`src/rtl/pe_array_feeder.sv`:
```
// pe_array_feeder
//   Transmit-side front end for a 4x4 systolic PE array. Each accepted beat
//   carries one K-step: four data words (one per array row) and four weight
//   words (one per array column). The words are launched into the array with
//   a diagonal skew: lane i is delayed by 1+i registers. Cycles without an
//   accepted beat inject zeros on every lane, so alignment is preserved and
//   nothing is added to the MACs. After the last beat the feeder keeps
//   injecting zeros for FLUSH_CYCLES cycles so the array can finish
//   accumulating. It then pulses done for one cycle.
//
// Ports
//   clk, rst_n           clock, synchronous active-low reset
//   start, cfg_mode      begin a tile (sampled in IDLE only), array mode
//   in_valid/in_ready    beat handshake
//   in_data, in_weight   4 lanes of DW bits; lane i at [i*DW +: DW]
//   in_last              marks the final beat of the tile
//   dataN_out, weightN_out  skewed lane outputs to the array
//   mode_out             array mode, held from start through DONE
//   busy, done           tile in progress / one-cycle end-of-tile pulse
//   beat_cnt             beats accepted in the current or last tile
//   stall_cnt            STREAM cycles without a beat (optional counter)
//
// Build option
//   PE_FEED_PERF_EN      when defined, stall_cnt is a live saturating counter;
//                        when undefined, stall_cnt is tied to zero.

module pe_array_feeder #(
  parameter int DW           = 32,
  parameter int FLUSH_CYCLES = 10,
  parameter int CNT_W        = 16
) (
  input  logic              clk,
  input  logic              rst_n,
  input  logic              start,
  input  logic [1:0]        cfg_mode,
  input  logic              in_valid,
  output logic              in_ready,
  input  logic [4*DW-1:0]   in_data,
  input  logic [4*DW-1:0]   in_weight,
  input  logic              in_last,
  output logic [DW-1:0]     data0_out,
  output logic [DW-1:0]     data1_out,
  output logic [DW-1:0]     data2_out,
  output logic [DW-1:0]     data3_out,
  output logic [DW-1:0]     weight0_out,
  output logic [DW-1:0]     weight1_out,
  output logic [DW-1:0]     weight2_out,
  output logic [DW-1:0]     weight3_out,
  output logic [1:0]        mode_out,
  output logic              busy,
  output logic              done,
  output logic [CNT_W-1:0]  beat_cnt,
  output logic [CNT_W-1:0]  stall_cnt
);

  // Flush counter only needs to hold FLUSH_CYCLES-1.
  localparam int FCW = (FLUSH_CYCLES > 2) ? $clog2(FLUSH_CYCLES) : 1;

  typedef enum logic [1:0] {
    ST_IDLE   = 2'd0,
    ST_STREAM = 2'd1,
    ST_FLUSH  = 2'd2,
    ST_DONE   = 2'd3
  } state_t;

  state_t           state_q;
  state_t           state_d;
  logic [FCW-1:0]   flush_cnt;
  logic             accept;
  logic             start_acc;

  logic [DW-1:0]    feed_d [4];
  logic [DW-1:0]    feed_w [4];

  logic [DW-1:0]    data_p0   [4];
  logic [DW-1:0]    data_p1   [1:3];
  logic [DW-1:0]    data_p2   [2:3];
  logic [DW-1:0]    data_p3;
  logic [DW-1:0]    weight_p0 [4];
  logic [DW-1:0]    weight_p1 [1:3];
  logic [DW-1:0]    weight_p2 [2:3];
  logic [DW-1:0]    weight_p3;

  function automatic logic [CNT_W-1:0] sat_inc(input logic [CNT_W-1:0] v);
    return (&v) ? v : v + 1'b1;
  endfunction

  assign accept    = in_valid & in_ready;
  assign start_acc = (state_q == ST_IDLE) & start;

  always_comb begin
    state_d  = state_q;
    in_ready = 1'b0;
    busy     = 1'b0;
    done     = 1'b0;
    case (state_q)
      ST_IDLE: begin
        if (start) state_d = ST_STREAM;
      end
      ST_STREAM: begin
        in_ready = 1'b1;
        busy     = 1'b1;
        if (in_valid && in_last) state_d = ST_FLUSH;
      end
      ST_FLUSH: begin
        busy = 1'b1;
        if (flush_cnt == '0) state_d = ST_DONE;
      end
      ST_DONE: begin
        done    = 1'b1;
        state_d = ST_IDLE;
      end
      default: state_d = ST_IDLE;
    endcase
  end

  always_ff @(posedge clk) begin
    if (!rst_n) begin
      state_q   <= ST_IDLE;
      flush_cnt <= '0;
      mode_out  <= '0;
      beat_cnt  <= '0;
    end else begin
      state_q <= state_d;
      if (start_acc) begin
        mode_out <= cfg_mode;
        beat_cnt <= '0;
      end else if (accept) begin
        beat_cnt <= sat_inc(beat_cnt);
      end
      if (accept && in_last) begin
        flush_cnt <= FCW'(FLUSH_CYCLES - 1);
      end else if (state_q == ST_FLUSH && flush_cnt != '0) begin
        flush_cnt <= flush_cnt - 1'b1;
      end
    end
  end

`ifdef PE_FEED_PERF_EN
  logic [CNT_W-1:0] stall_q;

  always_ff @(posedge clk) begin
    if (!rst_n) begin
      stall_q <= '0;
    end else if (start_acc) begin
      stall_q <= '0;
    end else if (state_q == ST_STREAM && !in_valid) begin
      stall_q <= sat_inc(stall_q);
    end
  end

  assign stall_cnt = stall_q;
`else
  assign stall_cnt = '0;
`endif

  // Anything not accepted enters the skew line as zero, so bubbles, flush
  // and idle cycles all feed 0 into every MAC while keeping lanes aligned.
  always_comb begin
    for (int r = 0; r < 4; r++) begin
      feed_d[r] = accept ? in_data[r*DW +: DW]   : '0;
      feed_w[r] = accept ? in_weight[r*DW +: DW] : '0;
    end
  end

  always_ff @(posedge clk) begin
    if (!rst_n) begin
      for (int r = 0; r < 4; r++) begin
        data_p0[r]   <= '0;
        weight_p0[r] <= '0;
      end
      for (int r = 1; r < 4; r++) begin
        data_p1[r]   <= '0;
        weight_p1[r] <= '0;
      end
      for (int r = 2; r < 4; r++) begin
        data_p2[r]   <= '0;
        weight_p2[r] <= '0;
      end
      data_p3   <= '0;
      weight_p3 <= '0;
    end else begin
      // p0: every lane registers its feed word
      for (int r = 0; r < 4; r++) begin
        data_p0[r]   <= feed_d[r];
        weight_p0[r] <= feed_w[r];
      end
      // p1: lanes 1..3
      for (int r = 1; r < 4; r++) begin
        data_p1[r]   <= data_p0[r];
        weight_p1[r] <= weight_p0[r];
      end
      // p2: lanes 2..3
      for (int r = 2; r < 4; r++) begin
        data_p2[r]   <= data_p1[r];
        weight_p2[r] <= weight_p1[r];
      end
      // p3: lane 3
      data_p3   <= data_p2[3];
      weight_p3 <= weight_p2[3];
    end
  end

  assign data0_out   = data_p0[0];
  assign data1_out   = data_p1[1];
  assign data2_out   = data_p2[2];
  assign data3_out   = data_p3;
  assign weight0_out = weight_p0[0];
  assign weight1_out = weight_p1[1];
  assign weight2_out = weight_p2[2];
  assign weight3_out = weight_p3;

endmodule

```
`config.mk`:
```
export PLATFORM = sky130hd
export DESIGN_NAME = pe_array_feeder
export DESIGN_NICKNAME = d
export VERILOG_FILES = /design/src/rtl/pe_array_feeder.sv
export SDC_FILE = /design/constraint.sdc
export NUM_CORES = 1
export LEC_CHECK = 0
export BUFFER_PORTS_ARGS = -buffer_cell sky130_fd_sc_hd__buf_2
export CORE_AREA = 2 2 218 220
export DETAILED_ROUTE_END_ITERATION = 16
export DIE_AREA = 0 0 220 222
export MAX_ROUTING_LAYER = met4
export PLACE_DENSITY = 0.64
export RECOVER_POWER = 50
export SYNTH_ARGS = -nofsm -noshare
export SYNTH_HDL_FRONTEND = slang
export SYNTH_SLANG_ARGS = --single-unit
```
`constraint.sdc`:
```
create_clock -name clk -period 4.5 [get_ports clk]
set_input_delay 0 -clock clk [delete_from_list [all_inputs] [get_ports clk]]
set_output_delay 0 -clock clk [all_outputs]
set_load 0.05 [all_outputs]
```
; Word level (Yosys, flattened, before mapping)
; Memory sizes are Yosys's and may differ from the RTL's. A register that Yosys moved wholly into a read port is not among the register bits.
; Index checks and enable logic that the tools add are counted.
[totals]
reg_bits = 24
memories = 6
ramBits = 576
inputBits = 263
[op_classes]
eq_ne = 6
add_sub_neg = 2
muxes = 37
bitwise_logic = 22
n_reduce_logical = 15
[memory_table]
columns = name, depth, word_bits, read_ports, rd_ports_with_merged_regs, wr, line
row1 = data_p0, 4, 32, 4, 0, 4, 75  ; logic [DW-1:0] data_p0 [4];
row2 = weight_p0, 4, 32, 4, 0, 4, 79  ; logic [DW-1:0] weight_p0 [4];
row3 = data_p1, 3, 32, 3, 0, 3, 76  ; logic [DW-1:0] data_p1 [1:3];
row4 = weight_p1, 3, 32, 3, 0, 3, 80  ; logic [DW-1:0] weight_p1 [1:3];
row5 = data_p2, 2, 32, 2, 1, 2, 77  ; logic [DW-1:0] data_p2 [2:3];
row6 = weight_p2, 2, 32, 2, 1, 2, 81  ; logic [DW-1:0] weight_p2 [2:3];
[op_table]
columns = op, count
row1 = $mux W32, 26
row2 = $or A1 B1 Y1, 18
row3 = $add A16 B1 Y16 const B, 1
row4 = $reduce_and A16 Y1, 1
row5 = $mux W4, 2
row6 = $pmux W2 S4, 1
row7 = $mux W2, 3
row8 = $ne A2 B2 Y1 const B, 3
row9 = $reduce_or A2 Y1, 3
row10 = $mux W1, 5
row11 = $eq A2 B2 Y1 const B, 2
row12 = $logic_not A4 Y1, 1
row13 = $reduce_bool A4 Y1, 1
row14 = $sub A4 B1 Y4 const B, 1
row15 = $logic_and A1 B1 Y1, 3
row16 = $reduce_and A3 Y1, 1
row17 = $and A1 B1 Y1, 2
row18 = $eq A2 B1 Y1 const B, 1
row19 = $logic_not A1 Y1, 2
row20 = $logic_not A2 Y1, 1
row21 = $not A1 Y1, 2
row22 = $reduce_and A2 Y1, 1
row23 = $reduce_bool A2 Y1, 1

; Logic depth before layout (Yosys ltp)
[depth]
depth_word = 5
ltp_mapped = 7

; Worst setup path before layout
; No wires, ideal clock.
[synth_path]
path_type = register to register
start = register state_q[1]
end = register beat_cnt[9]
t_required_ns = 4.430
t_arrival_ns = 2.148
n_path_buf = 1
path_stages_with_launch = 8
period_less_slack_ns = 2.219
path_slack_ns = 2.281
path_cell_list = dfxtp_1 -> inv_1 -> ha_1 -> nand4_1 -> or2_0 -> clkbuf_1 -> or4_1 -> a21oi_1
[synth_via]
elab_chain_cells = 4
word_cells_on_any_way = 7
[synth_lines]
columns = element, line
row1 = "start, declared", 66  ; state_t state_q;
row2 = "start signal, assigned", 124  ; state_q <= state_d;
row3 = $eq A2 B1 Y1, 96  ; case (state_q)
row4 = $mux W1, 96
row5 = named net in_ready, 37  ; output logic in_ready,
row6 = $and A1 B1 Y1, 88  ; assign accept = in_valid & in_ready;
row7 = $reduce_and A2 Y1 (no source line), n/a
row8 = "end signal, assigned", 129  ; beat_cnt <= sat_inc(beat_cnt);
row9 = "end, declared", 52  ; output logic [CNT_W-1:0] beat_cnt,
; The timed path passes the listed nets, and every way through them passes these cells.
; A chain may end at the register's enable or synchronous reset.

==> qor.csv <==
stage,metric,value,unit
global_routing,total global-route track usage,0.181,
logic_synthesis,number of synthesized flops with an enable pin,0,
logic_synthesis,Seq cells post-synth,664,
logic_synthesis,dominant register cell in the synthesized netlist,sky130_fd_sc_hd__dfxtp_1,
finish,fraction of layout cells with a size suffix above 1,0.218,
die,# rows,79,
worst_hold_path,worst hold path stage count,2,
clocking,level count of the clock H-tree,3,
timing,largest clock skew in the final design,0.0148,ns
timing,Max Freq,457,MHz
global_routing,vias in the first global route,13000,
logic_synthesis,cell accounting for the most synthesized area,sky130_fd_sc_hd__dfxtp_1,
clocking,CTS Sinks,664,
route,average wire per standard cell,14.9,um
route,uppermost routed layer,met4,
route,detailed route wirelength on metal3,2800,um
timing,final-report setup violation count,0,
worst_setup_path,worst stage delay on the critical path,0.64,ns
worst_setup_path,maximum fanout encountered on the critical timing path,104,
timing,final max-slew violation count,0,
route,total number of vias,12500,
die,initial standard-cell utilization of the core,0.409,
die,x dimension of the die,220,um
status,run status,completed,
placement,placed inst area,21600,um2
route,drt drc,0,
logic_synthesis,Post-Synthesis Cells,1581,
clocking,maximum clock insertion buffer count,3,
worst_setup_path,Worst setup EP type,flop,
logic_synthesis,share of synthesized registers carrying an async set or reset,0,
route,per-cell via count in the routed design,4.21,
placement,global placer's final weighted congestion,0.865,
logic_synthesis,area of the mapped netlist,18900,um2
logic_synthesis,cells taking the most area after synthesis,"sky130_fd_sc_hd__dfxtp_1 70%, sky130_fd_sc_hd__and2_1 21%, sky130_fd_sc_hd__buf_4 3.2%",
die,area of the core,46300,um2
logic_synthesis,proportion of netlist area held by the largest area contributor,0.703,
clocking,clock latency at the later pin of the worst-skew pair,0.57,ns
route,total detailed-routing wirelength,44200,um
run,number of max-cap violations,0,
route,number of design-rule violations left by the first detailed-router iteration,532,
timing,RSZ-0062 raised after global routing,no,
power_and_ir_drop,power density over cell area,498,nW/um2
clocking,number of buffers added for setup after CTS,0,
timing,worst hold slack,0.136,ns
placement,HPWL after DPL,26900,um
logic_synthesis,per-instance average area after synthesis,12.0,um2
logic_synthesis,"Seq/Total Area, Yosys",0.703,
logic_synthesis,library cells used by synthesis,34,
finish,utilization after layout,0.570,
die,die area,48800,um2
power_and_ir_drop,overall power,0.0131,W
worst_hold_path,class of the most critical hold timing path,in -> reg,
clocking,CTS tree,done,
timing,post-route minimum period,2.19,ns
worst_setup_path,worst path cell trace,inv_1 > ha_1 > nand2_1 > nor2_4 > buf_4 > and2_1,
worst_setup_path,FF-to-FF path depth,6,
global_routing,number of antenna violations at the first check in global routing,3,
worst_setup_path,critical path type,reg -> reg,
placement,count of input and output buffers,539,
global_routing,wire length of the first global-routing pass,67100,um
global_routing,largest net degree at the start of global routing,230,
power_and_ir_drop,total leakage power,11.7,nW
worst_setup_path,critical path's slowest cell,sky130_fd_sc_hd__buf_4,
timing,accumulated negative setup slack,0,ns
worst_setup_path,data required time at the worst endpoint,5.01,ns
timing,post-route fraction of the period consumed by the critical path,0.487,
clocking,clk slew on worst S/H paths,0.06,ns
route,Routed met2 length,22200,um
finish,final layout net count,2588,
timing,final hold violations,0,
worst_setup_path,element type at the critical path start,flop,
timing,worst-margin pin slew,0.917,ns
timing,headroom to the max-slew limit,0.389,
power_and_ir_drop,Worst IR Drop VDD,0.375,mV
worst_setup_path,Worst Path Arrival,2.70,ns
route,first-pass detailed-route iteration total,4,
route,antenna-violating nets left,0,
global_routing,final global-route overflow total,0,
die,die span in y,222,um
logic_synthesis,number of warnings issued by yosys,0,
clocking,CTS buffer count,67,
die,top-level I/O count,556,
clocking,CTS root buffer,sky130_fd_sc_hd__clkbuf_16,
route,Met1 Wirelength,17800,um
finish,design area,26400,um2
finish,area delta synth->final,39.4,%
[placed cells by master (no fill, tap or decap), drive strengths merged, types with 5 or more instances in the layout]
cell,n
a21oi,19
and2,641
buf,411
clkbuf,229
clkinv,6
conb,16
dfxtp,664
dlygate4sd3,266
ha,7
inv,9
nand2,16
nand3,13
nor2,7
o21ai,8
o31ai,6
or3,7
or4,5
[sequential cells by signal, summed over array words and instances (netlist names)]
signal,cells
data_p0,128
weight_p2,64
flush_cnt,4
weight_p1,96
state_q,2
beat_cnt,16
data_p1,96
weight3_out,32
data3_out,32
mode_out,2
data_p2,64
weight_p0,128
[layer usage]
| metal | track usage | vias up |
|---|---|---|
| li1 | - | 6223 |
| met1 | 0.195 | 5765 |
| met3 | 0.0514 | 108 |
| met2 | 0.312 | 411 |
| met5 | - | - |
| met4 | 0.0734 | 0 |
[worst paths after layout]
kind	start	to	slack [ns]
worst max-delay path	state_q[1]$_SDFFE_PN0P_	weight_p0[1][18]$_SDFF_PN0_	2.31
worst min register to register	data_p1[0][88]$_SDFF_PN0_	data_p2[2][24]$_SDFF_PN0_	0.42
worst max register to register	state_q[1]$_SDFFE_PN0P_	weight_p0[1][18]$_SDFF_PN0_	2.31
worst min-delay path	rst_n	weight3_out[2]$_SDFF_PN0_	0.14
[power by group]
| part | leakage (nW) | internal, W | total [W] | switching (W) |
|---|---|---|---|---|
| Clock | 1.09 | 0.00339 | 0.00557 | 0.00218 |
| Sequential | 5.36 | 0.00617 | 0.00625 | 0.0000832 |
| Combinational | 5.20 | 0.000489 | 0.00130 | 0.000807 |
[Yosys cell counts (7+ instances only)]
| cell type | instances |
|---|---|
| sky130_fd_sc_hd__o21ai_0 | 8 |
| sky130_fd_sc_hd__clkbuf_1 | 72 |
| sky130_fd_sc_hd__a21oi_1 | 19 |
| sky130_fd_sc_hd__or3_1 | 7 |
| sky130_fd_sc_hd__ha_1 | 7 |
| sky130_fd_sc_hd__nand2_1 | 16 |
| sky130_fd_sc_hd__inv_1 | 8 |
| sky130_fd_sc_hd__nor2_1 | 7 |
| sky130_fd_sc_hd__buf_4 | 80 |
| sky130_fd_sc_hd__and2_1 | 640 |
| sky130_fd_sc_hd__nand3_1 | 13 |
| sky130_fd_sc_hd__dfxtp_1 | 664 |
[worst max-delay path, delay by kind of cell (launching register included)]
kind                       cells  cell delay [ns]
adders and majority gates      1             0.24
DFF                            1             0.35
and+or+nand+nor                3             0.64
buffers and inverters          2             0.76
[layout make-up]
type,instances,area [um2]
Fill cell,3778,19900
Multi-Input combinational cell,769,4770
Clock buffer,98,2050
Antenna cell,3,7.51
Sequential cell,664,13300
Tap cell,607,759
Clock inverter,15,195
Inverter,8,30.0
Timing Repair Buffer,808,5250
[through the flow]
step,worst slack [ns],std cells
2_1_floorplan,2.28,1596
3_3_place_gp,2.25,2590
3_5_place_dp,2.22,2590
4_1_cts,2.33,2969
5_1_grt,2.07,2972
6_report,2.31,2972
[cells by family after synthesis]
| group | synth area share |
|---|---|
| flops | 0.703 |
| fa+ha+maj | 0.00463 |
| other cells | 0.000198 |
| mux | 0.000529 |
| compound gates | 0.0123 |
| xor+xnor | 0.00185 |
| buf+inv | 0.0483 |
| simple gates | 0.229 |
[repair_timing]
| action | in CTS | in global routing |
|---|---|---|
| hold buffers | 266 | 0 |
| endpoints found under the hold margin | 267 | 0 |
| gates resized for setup | 0 | 0 |
Power figures use the tool's default switching activity.
